===== config.mk =====
export PLATFORM = sky130hd
export DESIGN_NAME = stream_skid_buffer
export DESIGN_NICKNAME = d
export VERILOG_FILES = /design/src/rtl/stream_skid_buffer.sv
export SDC_FILE = /design/constraint.sdc
export NUM_CORES = 1
export LEC_CHECK = 0
export BUFFER_PORTS_ARGS = -buffer_cell sky130_fd_sc_hd__buf_2
export CORE_MARGIN = 3
export CORE_UTILIZATION = 57
export CTS_CLUSTER_DIAMETER = 40
export DETAILED_ROUTE_END_ITERATION = 8
export PLACE_DENSITY = 0.88
export RECOVER_POWER = 25
export REMOVE_ABC_BUFFERS = 1
export SYNTH_ARGS = -nofsm -noshare
export SYNTH_HDL_FRONTEND = slang
export SYNTH_SLANG_ARGS = --single-unit

===== constraint.sdc =====
create_clock -name clk -period 4.85 [get_ports clk]
set_input_delay 0.7275 -clock clk [delete_from_list [all_inputs] [get_ports clk]]
set_output_delay 0.7275 -clock clk [all_outputs]
set_load 0.02 [all_outputs]

===== src/rtl/stream_skid_buffer.sv =====
// -----------------------------------------------------------------------------
// stream_skid_buffer
//
// Full register slice for a valid/ready stream. Both the forward path
// (out_valid/out_data) and the backward path (in_ready) come straight from
// flops, so there is no combinational path from out_ready to in_ready or from
// in_valid/in_data to any output. A main register plus one skid register give
// two words of storage, which is enough to sustain one transfer per cycle.
//
// Handshake semantics (both sides): a word moves on a rising clock edge when
// valid and ready are both 1 in the preceding cycle. A source holding valid
// while ready is 0 is simply not taken and its data is ignored. Once
// out_valid is 1 it stays 1 with out_data unchanged until the word is
// consumed.
//
// Ports:
//   clk          clock, all state updates on rising edge
//   rst_n        asynchronous active-low reset, discards buffered words
//   in_valid     upstream word valid
//   in_data      upstream data word (WIDTH bits)
//   in_ready     registered; buffer accepts a word this cycle
//   out_valid    registered; buffer presents a word
//   out_data     registered; word at the head of the buffer
//   out_ready    downstream accepts the presented word this cycle
//   occupancy    words held (0, 1 or 2); this is also the FSM state code
//   stall_clr    synchronous clear of stall_count (wins over an increment)
//   stall_count  saturating count of cycles with out_valid=1, out_ready=0
// -----------------------------------------------------------------------------
module stream_skid_buffer #(
    parameter int WIDTH   = 32,
    parameter int STALL_W = 16
) (
    input  logic               clk,
    input  logic               rst_n,
    input  logic               in_valid,
    input  logic [WIDTH-1:0]   in_data,
    output logic               in_ready,
    output logic               out_valid,
    output logic [WIDTH-1:0]   out_data,
    input  logic               out_ready,
    output logic [1:0]         occupancy,
    input  logic               stall_clr,
    output logic [STALL_W-1:0] stall_count
);

    // State codes equal the number of words held, so the state register is
    // observable directly on the occupancy output.
    typedef enum logic [1:0] {
        S_EMPTY = 2'd0,
        S_BUSY  = 2'd1,
        S_FULL  = 2'd2
    } state_t;

    state_t             r_state;
    state_t             w_state_nxt;
    logic [WIDTH-1:0]   r_main;
    logic [WIDTH-1:0]   r_skid;
    logic [WIDTH-1:0]   w_main_nxt;
    logic [WIDTH-1:0]   w_skid_nxt;
    logic [STALL_W-1:0] r_stall;

    logic w_accept;
    logic w_consume;
    logic w_stalled;

    // ------------------------------------------------------------------
    // Outputs decoded from registered state only
    // ------------------------------------------------------------------
    assign out_valid   = (r_state != S_EMPTY);
    assign in_ready    = (r_state != S_FULL);
    assign out_data    = r_main;
    assign occupancy   = r_state;
    assign stall_count = r_stall;

    assign w_accept  = in_valid && in_ready;
    assign w_consume = out_valid && out_ready;
    assign w_stalled = out_valid && !out_ready;

    // ------------------------------------------------------------------
    // FSM state and data registers
    // ------------------------------------------------------------------
    always_ff @(posedge clk or negedge rst_n) begin
        if (!rst_n) begin
            r_state <= S_EMPTY;
            r_main  <= '0;
            r_skid  <= '0;
        end else begin
            r_state <= w_state_nxt;
            r_main  <= w_main_nxt;
            r_skid  <= w_skid_nxt;
        end
    end

    // ------------------------------------------------------------------
    // Next-state and datapath steering
    // ------------------------------------------------------------------
    always_comb begin
        w_state_nxt = r_state;
        w_main_nxt  = r_main;
        w_skid_nxt  = r_skid;

        case (r_state)
            S_EMPTY: begin
                if (w_accept) begin
                    w_state_nxt = S_BUSY;
                    w_main_nxt  = in_data;
                end
            end

            S_BUSY: begin
                if (w_accept && !w_consume) begin
                    // Downstream stalled: park the new word behind main.
                    w_state_nxt = S_FULL;
                    w_skid_nxt  = in_data;
                end else if (!w_accept && w_consume) begin
                    w_state_nxt = S_EMPTY;
                end else if (w_accept && w_consume) begin
                    // Pass-through: head leaves, new word becomes head.
                    w_main_nxt = in_data;
                end
            end

            S_FULL: begin
                // in_ready is 0 here, so no accept can occur.
                if (w_consume) begin
                    w_state_nxt = S_BUSY;
                    w_main_nxt  = r_skid;
                end
            end

            default: begin
                // Unused code: recover to a clean empty buffer.
                w_state_nxt = S_EMPTY;
            end
        endcase
    end

    // ------------------------------------------------------------------
    // Output stall counter: saturates instead of wrapping, clear wins
    // ------------------------------------------------------------------
    always_ff @(posedge clk or negedge rst_n) begin
        if (!rst_n) begin
            r_stall <= '0;
        end else if (stall_clr) begin
            r_stall <= '0;
        end else if (w_stalled && (r_stall != {STALL_W{1'b1}})) begin
            r_stall <= r_stall + 1'b1;
        end
    end

endmodule


Word-level counts from Yosys, hierarchy flattened --
Cells that the tools add are included.
Storage, ports and cells: register bits after elaboration 82, latch bits 0, RAM bits 0, ROM bits 0, input bits 37, output and inout bits 52, word-level logic and storage cells 45, memories 0
Operators by class: add/subtract/negate cells 1, multipliers 0, divide/modulo/power cells 0, $lt $le $gt $ge 0, equal/unequal tests 10, shift-type cells 0, multiplexer cells 13, bitwise logic cells 0, reductions and logical operators 17
Operator list (number):
- 32-bit 2-to-1 mux | 5
- 32-bit one-hot mux with 3 select lines | 1
- 16-bit 2-to-1 mux | 2
- 16-bit by 1-bit adder with 16-bit output (second input constant) | 1
- 16-bit != test (second input constant) | 1
- 2-bit != test (second input constant) | 6
- 2-bit 2-to-1 mux | 4
- 1-bit logical AND | 7
- 2-bit one-hot mux with 3 select lines | 1
- 6-bit AND reduction | 1
- 2-bit nonzero test | 2
- 1-bit logical NOT | 3
- 3-bit != test (second input constant) | 1
- 3-bit AND reduction | 1
- 3-bit nonzero test | 1
- 2-bit by 1-bit == test with 1-bit output (second input constant) | 1
- 2-bit == test (second input constant) | 1
- 2-bit logical NOT | 1
- 2-bit AND reduction | 1

Logic depth before layout (Yosys ltp) --
Gate-level depths: netlist (run 1).
depth in word-level cells 7, depth in mapped cells 12, gate-level depth less buffers 9

Worst setup path before layout (run 1) --
Ideal clock, no wire load.
path kind reg-to-reg, from register r_state[1], in the netlist occupancy[1], to register r_main[21], in the netlist out_data[21], setup time 0.082 ns, arrival 2.649 ns, setup slack 2.120 ns, stages on the path, launching flop included 13, cells stage by stage dfrtp_1 > nor2b_1 > clkbuf_1 > clkinv_1 > clkbuf_1 > nand2_1 > inv_1 > ha_1 > nor3b_1 > o2bb2ai_2 > clkbuf_1 > nor2_1 > a31oi_1
On the way: word-level cells in the longest chain between the ends 6
RTL lines:
- start: declaration | RTL line 54 | state_t r_state;
- start signal: assignment | RTL line 88 | r_state <= w_state_nxt;
- 2-bit != test (*) | RTL line 70 | assign in_ready = (r_state != S_FULL);
- named net in_ready | RTL line 37 | output logic in_ready,
- 1-bit logical AND (*) | RTL line 75 | assign w_accept = in_valid && in_ready;
- 1-bit logical NOT | RTL line 115 | end else if (!w_accept && w_consume) begin
- 1-bit logical AND | RTL line 115
- 2-bit != test (no line)
- 6-bit AND reduction (no line) (*)
- end signal: assignment | RTL line 89 | r_main <= w_main_nxt;
- end: declaration | RTL line 56 | logic [WIDTH-1:0] r_main;
Mark *: on every way through the listed nets, which the timed path passes. The rest lies on a longest branch. A chain may end at the register's enable or synchronous reset.

Worst setup path after layout (run 1) --
from register r_state[0], in the netlist occupancy[0], to register r_main[22], in the netlist out_data[22]
On the way: word-level cells in the longest chain between the ends 6
RTL lines (RTL line):
- 2-bit != test / 2-bit nonzero test (equally long branches) | 70, 69
- 1-bit logical AND (on tied branches) | 75, 76
- 1-bit logical NOT (on tied branches) | 115, 111
- 1-bit logical AND (on tied branches) | 115, 111
- 2-bit != test (no line)
- 6-bit AND reduction (no line)
Several ways; a longest one is shown, not always the timed one.

==> metrics.md, run 1 <==
| Metric | Value |
|---|---|
| Register bit total from synthesis | 82 |
| P_leak | around 2.0 nW |
| Area contributors post-synth | dfrtp_1 55%, mux2_2 10%, nand2_1 7.5% |
| Share of the synthesized area in the top cell type | 55.44% |
| Die width | between 80 and 90 um |
| Status | finished, violations left |
| Clock sinks | 82 |
| Final worst-path setup slack | ~1700 ps |
| Max-slew violation count | 83 |
| Core area | about 6100 um^2 |
| Overall Global Routing Usage | about 22% |
| Starting density of the core | around three fifths |
| Remaining DRCs | 0 |
| CTS clk-pin slew, worst paths | 80 ps |
| Final worst path period need | about 3200 ps |
| Synth area leader | dfrtp_1 |
| Detailed Route Iter0 Violations | 233 |
| Pwr dens | ~600 nW/um^2 |
| GRT overflow | 0 |
| Place WS | about 1800 ps |
| WL per Instance | between 15 and 20 um |
| Post-synth EDFFs | 0 |
| Num CTS Buffers | 9 |
| Synth Cell Area | ~3700 um^2 |
| Violated checks | capacitance limit, slew limit |
| Vias | about 3000 |
| Largest net degree at the start of global routing | a little over 80 |
| DR vias/cell | about 5.7 |
| Die height | a little under 90 um |
| Die Area | between 7000 and 8000 um^2 |
| Mean post-synth cell area | approximately 10 um^2 |
| Worst skew pair latency | 340 ps |
| Yosys cell types | 35 |
| Critical Path RT | 5110 ps |
| Post-synthesis async set-or-reset flop share | 100.0% |
| Most common cell after layout, fill and taps aside | buf_2 |
| I/O Buffers | 88 |
| Placer Congestion | approximately 0.90 |
| Vias in the first global route | around 2700 |
| Most frequent cells in the layout | 87 x buf_2, 82 x dfrtp_1, 74 x nand2_1 |
| Max_slew headroom | -28.63% |
| CP Data Arrival Time | about 3400 ps |
| Synth Instances | approximately 360 |
| WL final | 7872 um |
| Antenna viol nets, final | 0 |
| Area growth, synth to finish | 18.76% |
| Final Skew | ~9.4 ps |
| Max cap viols | 1 |
| Clock Tree Root | clkbuf_8 |
| CP Capture Type | flip-flop |
| CP max FO | 64 |
| Post-cts resize count | 0 |
| Global-route wire length before repair | around 13000 um |
| Post-CTS setup buffer count | 0 |
| Top_reg_cell synth | dfrtp_1 |
| Final core utilization | between 70 and 80% |
| Worst Setup Path Type | flip-flop to flip-flop |
| Setup-violating endpoint count in the final report | 0 |
| Fmax | approximately 310 MHz |
| Layout cell share with drive strength beyond 1 | approximately 34% |
| Sequential area share after synthesis | 55.44% |
| RSZ-0062 raised after global routing | false |
| H-tree depth | 3 |
| Drt first pass iters | 5 |
| Top Ports | just under 90 |
| Hold Path Class | flip-flop to flip-flop |
| Antenna violations before repair | 0 |
| Crit start category | flip-flop |
| VDD IR-drop max | 463.7 uV |
| CTS hold repair buffers | 0 |
| Period utilisation layout | about two thirds |
| NumNets Final | 483 |
| Hold Violations, Final | 0 |
| Setup TNS | 0 ps |
| Synth warnings | 0 |
| # diodes | 0 |
| CTS tree | done |
| HPWL Detailed | ~5300 um |
| Worst Tran Pin Value | about 1900 ps |
| Cell Rows | 28 |
| CTS Buffer Depth | 2 |
-- final cells by class --
| cell class | count | area, um^2 |
|---|---|---|
| Multi-Input combinational cell | 252 | 1558 |
| Fill cell | 450 | 1700 |
| Inverter | 5 | 18.77 |
| Clock inverter | 5 | 61.31 |
| Sequential cell | 82 | 2052 |
| Tap cell | 75 | 93.84 |
| Timing Repair Buffer | 92 | 470.5 |
| Clock buffer | 11 | 141.4 |
-- cell families after synthesis --
group / after synthesis / share of synthesized area, %
and+or+nand+nor: 148 / 18.39
DFF: 82 / 55.44
AOI/OAI and AO/OA: 64 / 11.12
muxes: 35 / 10.58
buffers and inverters: 25 / 2.873
adders and majority gates: 4 / 1.352
xor gates and xnor gates: 1 / 0.2367
-- sequential cells by signal, indices dropped and copies added (netlist names) --
| register | count |
|---|---|
| r_skid | 32 |
| out_data | 32 |
| occupancy | 2 |
| stall_count | 16 |
-- per-layer routing --
layer	part of all wire [%]	track usage (%)
met1	43	29.40
met2	50	34.84
met3	5.3	3.422
met4	2.1	8.357
met5	0	0
-- metrics by stage --
stage	hold WS, ps	cell area, um^2	power, mW	cells
finish	510.3	4395	2.626	522
global route	515.8	4395	2.790	522
CTS	511.0	4398	2.646	522
detailed placement	492.9	4195	2.148	506
global placement	486.1	4195	2.092	506
floorplan	431.9	3613	1.801	339
-- cell usage after synthesis, types with 2 or more instances --
library cell  number
mux2i_1            2
o21ai_0           10
nor4_1             2
clkbuf_1          14
nor2_1            37
nand4_1            4
nor2b_1            3
or3_2              7
inv_1              4
o31ai_1            5
ha_1               4
and3_1             3
a31oi_1           32
nand2_1           74
mux2_2            33
buf_2              4
nand3_1            6
a21oi_1           13
or4_1              5
dfrtp_1           82
-- where the power goes --
part | total, mW | switching, mW | internal (mW)
sequential | 1.13 | 0.160 | 0.967
clock | 0.498 | 0.243 | 0.255
combinational | 1.00 | 0.592 | 0.409
total | 2.63 | 0.995 | 1.63
-- final timing paths --
kind | slack (ps) | endpoint | cells past startpoint | startpoint
max | 1670 | out_data[22] | 12 | occupancy[0]
min | 510 | r_skid[1] | 1 | r_skid[1]
max reg2reg | 1670 | out_data[22] | 12 | occupancy[0]
min reg2reg | 510 | r_skid[1] | 1 | r_skid[1]
max in group asynchronous | 2790 | out_data[10] | 1 | rst_n
min in group asynchronous | 900 | r_skid[11] | 1 | rst_n
-- critical path, cell delays in order, from the launching register on --
cell and delay (ps):
dfrtp_1 470, nor2b_2 140, buf_4 330, clkinv_1 110, buf_4 260, nand2_1 150, inv_1 80, ha_1 220
nor3b_1 340, o2bb2ai_4 150, buf_4 500, nor2_1 100, a31oi_1 200
Power figures use the tool's default switching activity.
==> run 2, diff against run 1 <==
Settings changed: CORE_UTILIZATION 57 to 48, PLACE_DENSITY 0.88 to 0.8.
Clock period 4.85 ns to 2.7 ns, I/O delays scaled along.
==> metrics.md, run 2 (same netlist as run 1, synthesis figures left out) <==
| Metric | Value |
|---|---|
| Worst Setup Path Type | flip-flop to flip-flop (unchanged) |
| NumNets Final | 484 (was 483) |
| Area growth, synth to finish | 20.35% (was 18.76%) |
| Placer Congestion | 0.8047 (was 0.8967) |
| CP Capture Type | flip-flop (unchanged) |
| Vias in the first global route | 2857 (was 2682) |
| Cell Rows | 31 (was 28) |
| Fmax | 425.4 MHz (was 314.5 MHz) |
| Global-route wire length before repair | 13250 um (was 12790 um) |
| CTS Buffer Depth | 2 (unchanged) |
| Setup TNS | 0 ps (unchanged) |
| Overall Global Routing Usage | 18.83% (was 21.54%) |
| HPWL Detailed | 5554 um (was 5315 um) |
| Clock sinks | 82 (unchanged) |
| H-tree depth | 3 (unchanged) |
| Pwr dens | 1071 nW/um^2 (was 597.4 nW/um^2) |
| Post-route cell area | 4454 um^2 (was 4395 um^2) |
| Die width | 93.81 um (was 86.58 um) |
| CP Data Arrival Time | 2610 ps (was 3440 ps) |
| Top Ports | 89 (unchanged) |
| Critical Path RT | 2950 ps (was 5110 ps) |
| Post-Layout Cell Count | 547 (was 522) |
| Clock Tree Root | clkbuf_8 (unchanged) |
| Layout cell share with drive strength beyond 1 | 34.60% (was 34.45%) |
| WL final | 8219 um (was 7872 um) |
| Max cap viols | 1 (unchanged) |
| Final core utilization | 60.44% (was 72.11%) |
| CTS tree | done (unchanged) |
| Violated checks | capacitance limit, slew limit (unchanged) |
| Detailed Route Iter0 Violations | 145 (was 233) |
| Final worst path period need | 2351 ps (was 3180 ps) |
| Placed Cells | 531 (was 506) |
| Worst skew pair latency | 340 ps (about the same) |
| WL per Instance | 15.03 um (was 15.08 um) |
| Post-CTS setup buffer count | 0 (unchanged) |
| Starting density of the core | 50.22% (was 60.71%) |
| Num CTS Buffers | 9 (unchanged) |
| Area after DPL | 4258 um^2 (was 4195 um^2) |
| CTS hold repair buffers | 0 (unchanged) |
| Max-slew violation count | 83 (unchanged) |
| Antenna violations before repair | 0 (unchanged) |
| Most frequent cells in the layout | 87 x buf_2, 82 x dfrtp_1, 74 x nand2_1 (unchanged) |
| Hold Path Class | input pin to flip-flop (was flip-flop to flip-flop) |
| Die height | 93.81 um (was 86.58 um) |
| Final Skew | 11.92 ps (was 9.386 ps) |
| Core area | 7370 um^2 (was 6096 um^2) |
| I/O Buffers | 88 (unchanged) |
| DR vias/cell | 5.402 (was 5.682) |
| Largest net degree at the start of global routing | 83 (unchanged) |
| CTS clk-pin slew, worst paths | 90 ps (was 80 ps) |
| VDD IR-drop max | 562.4 uV (was 463.7 uV) |
| Remaining DRCs | 0 (unchanged) |
| CP max FO | 23 (was 64) |
| Status | finished, violations left (unchanged) |
| Post-cts resize count | 0 (unchanged) |
| RSZ-0062 raised after global routing | false (unchanged) |
| Vias | 2955 (was 2966) |
| # diodes | 0 (unchanged) |
| Die Area | 8800 um^2 (was 7496 um^2) |
| Max_slew headroom | -32.04% (was -28.63%) |
| Most common cell after layout, fill and taps aside | buf_2 (unchanged) |
| Worst Tran Pin Value | 1981 ps (was 1929 ps) |
| Antenna viol nets, final | 0 (unchanged) |
| Period utilisation layout | 87.07% (was 65.56%) |
| Final worst-path setup slack | 349.1 ps (was 1670 ps) |
| Place WS | 342.2 ps (was 1756 ps) |
| Drt first pass iters | 4 (was 5) |
| GRT overflow | 0 (unchanged) |
| Hold Violations, Final | 0 (unchanged) |
| P_leak | 2.039 nW (was 2.036 nW) |
| Crit start category | flip-flop (unchanged) |
| Setup-violating endpoint count in the final report | 0 (unchanged) |
[run 2: path summary, 6_finish.rpt]
kind                            slack, ps  depth (start not counted)    startpoint            to
worst max-delay path                  350                          9  occupancy[0]  out_data[15]
worst min-delay path                  300                          2   in_data[24]    r_skid[24]
worst max register to register        350                          9  occupancy[0]  out_data[15]
worst min register to register        510                          1    r_skid[23]    r_skid[23]
max in group asynchronous             900                          1         rst_n   out_data[6]
min in group asynchronous             600                          1         rst_n  out_data[28]
[run 2: stage by stage]
| stage | hold WS (ps) | power, mW |
|---|---|---|
| 4_1_cts | 260.2 | 4.813 |
| 5_1_grt | 294.5 | 5.092 |
| 3_3_place_gp | 485.7 | 3.830 |
| 2_1_floorplan | 109.4 | 3.236 |
| 6_report | 304.3 | 4.771 |
| 3_5_place_dp | 492.3 | 3.919 |
[run 2: power breakdown]
group          internal, mW  switching [mW]  leakage (nW)
Clock                 0.438           0.453        0.0939
Combinational         0.776            1.09         0.965
Sequential             1.74           0.279         0.980
Total                  2.95            1.82          2.04
[run 2: area by class of cell]
type	instances	area, um^2
clock inverter	6	71.32
timing repair buffer	93	503.0
fill	656	2915
tap	99	123.9
multi-input combinational	252	1558
inverter	5	18.77
clock buffer	10	127.6
sequential	82	2052
[run 2: worst max-delay path, cell delays in order, from the launching register on]
cell and delay, ps:
dfrtp_1 480, or2_2 340, nand2_1 100, inv_1 70
ha_1 170, nor3b_1 320, o2bb2ai_4 350, buf_12 230
nor2_1 50, a31oi_1 150
[run 2: layer usage]
| metal | GRT usage, % | up-vias | wire [um] |
|---|---|---|---|
| li1 | - | 1427 | - |
| met1 | 24.54 | 1458 | 3640 |
| met2 | 31.70 | 62 | 4158 |
| met3 | 3.125 | 8 | 329 |
| met4 | 6.739 | 0 | 91 |
| met5 | 0 | - | 0 |
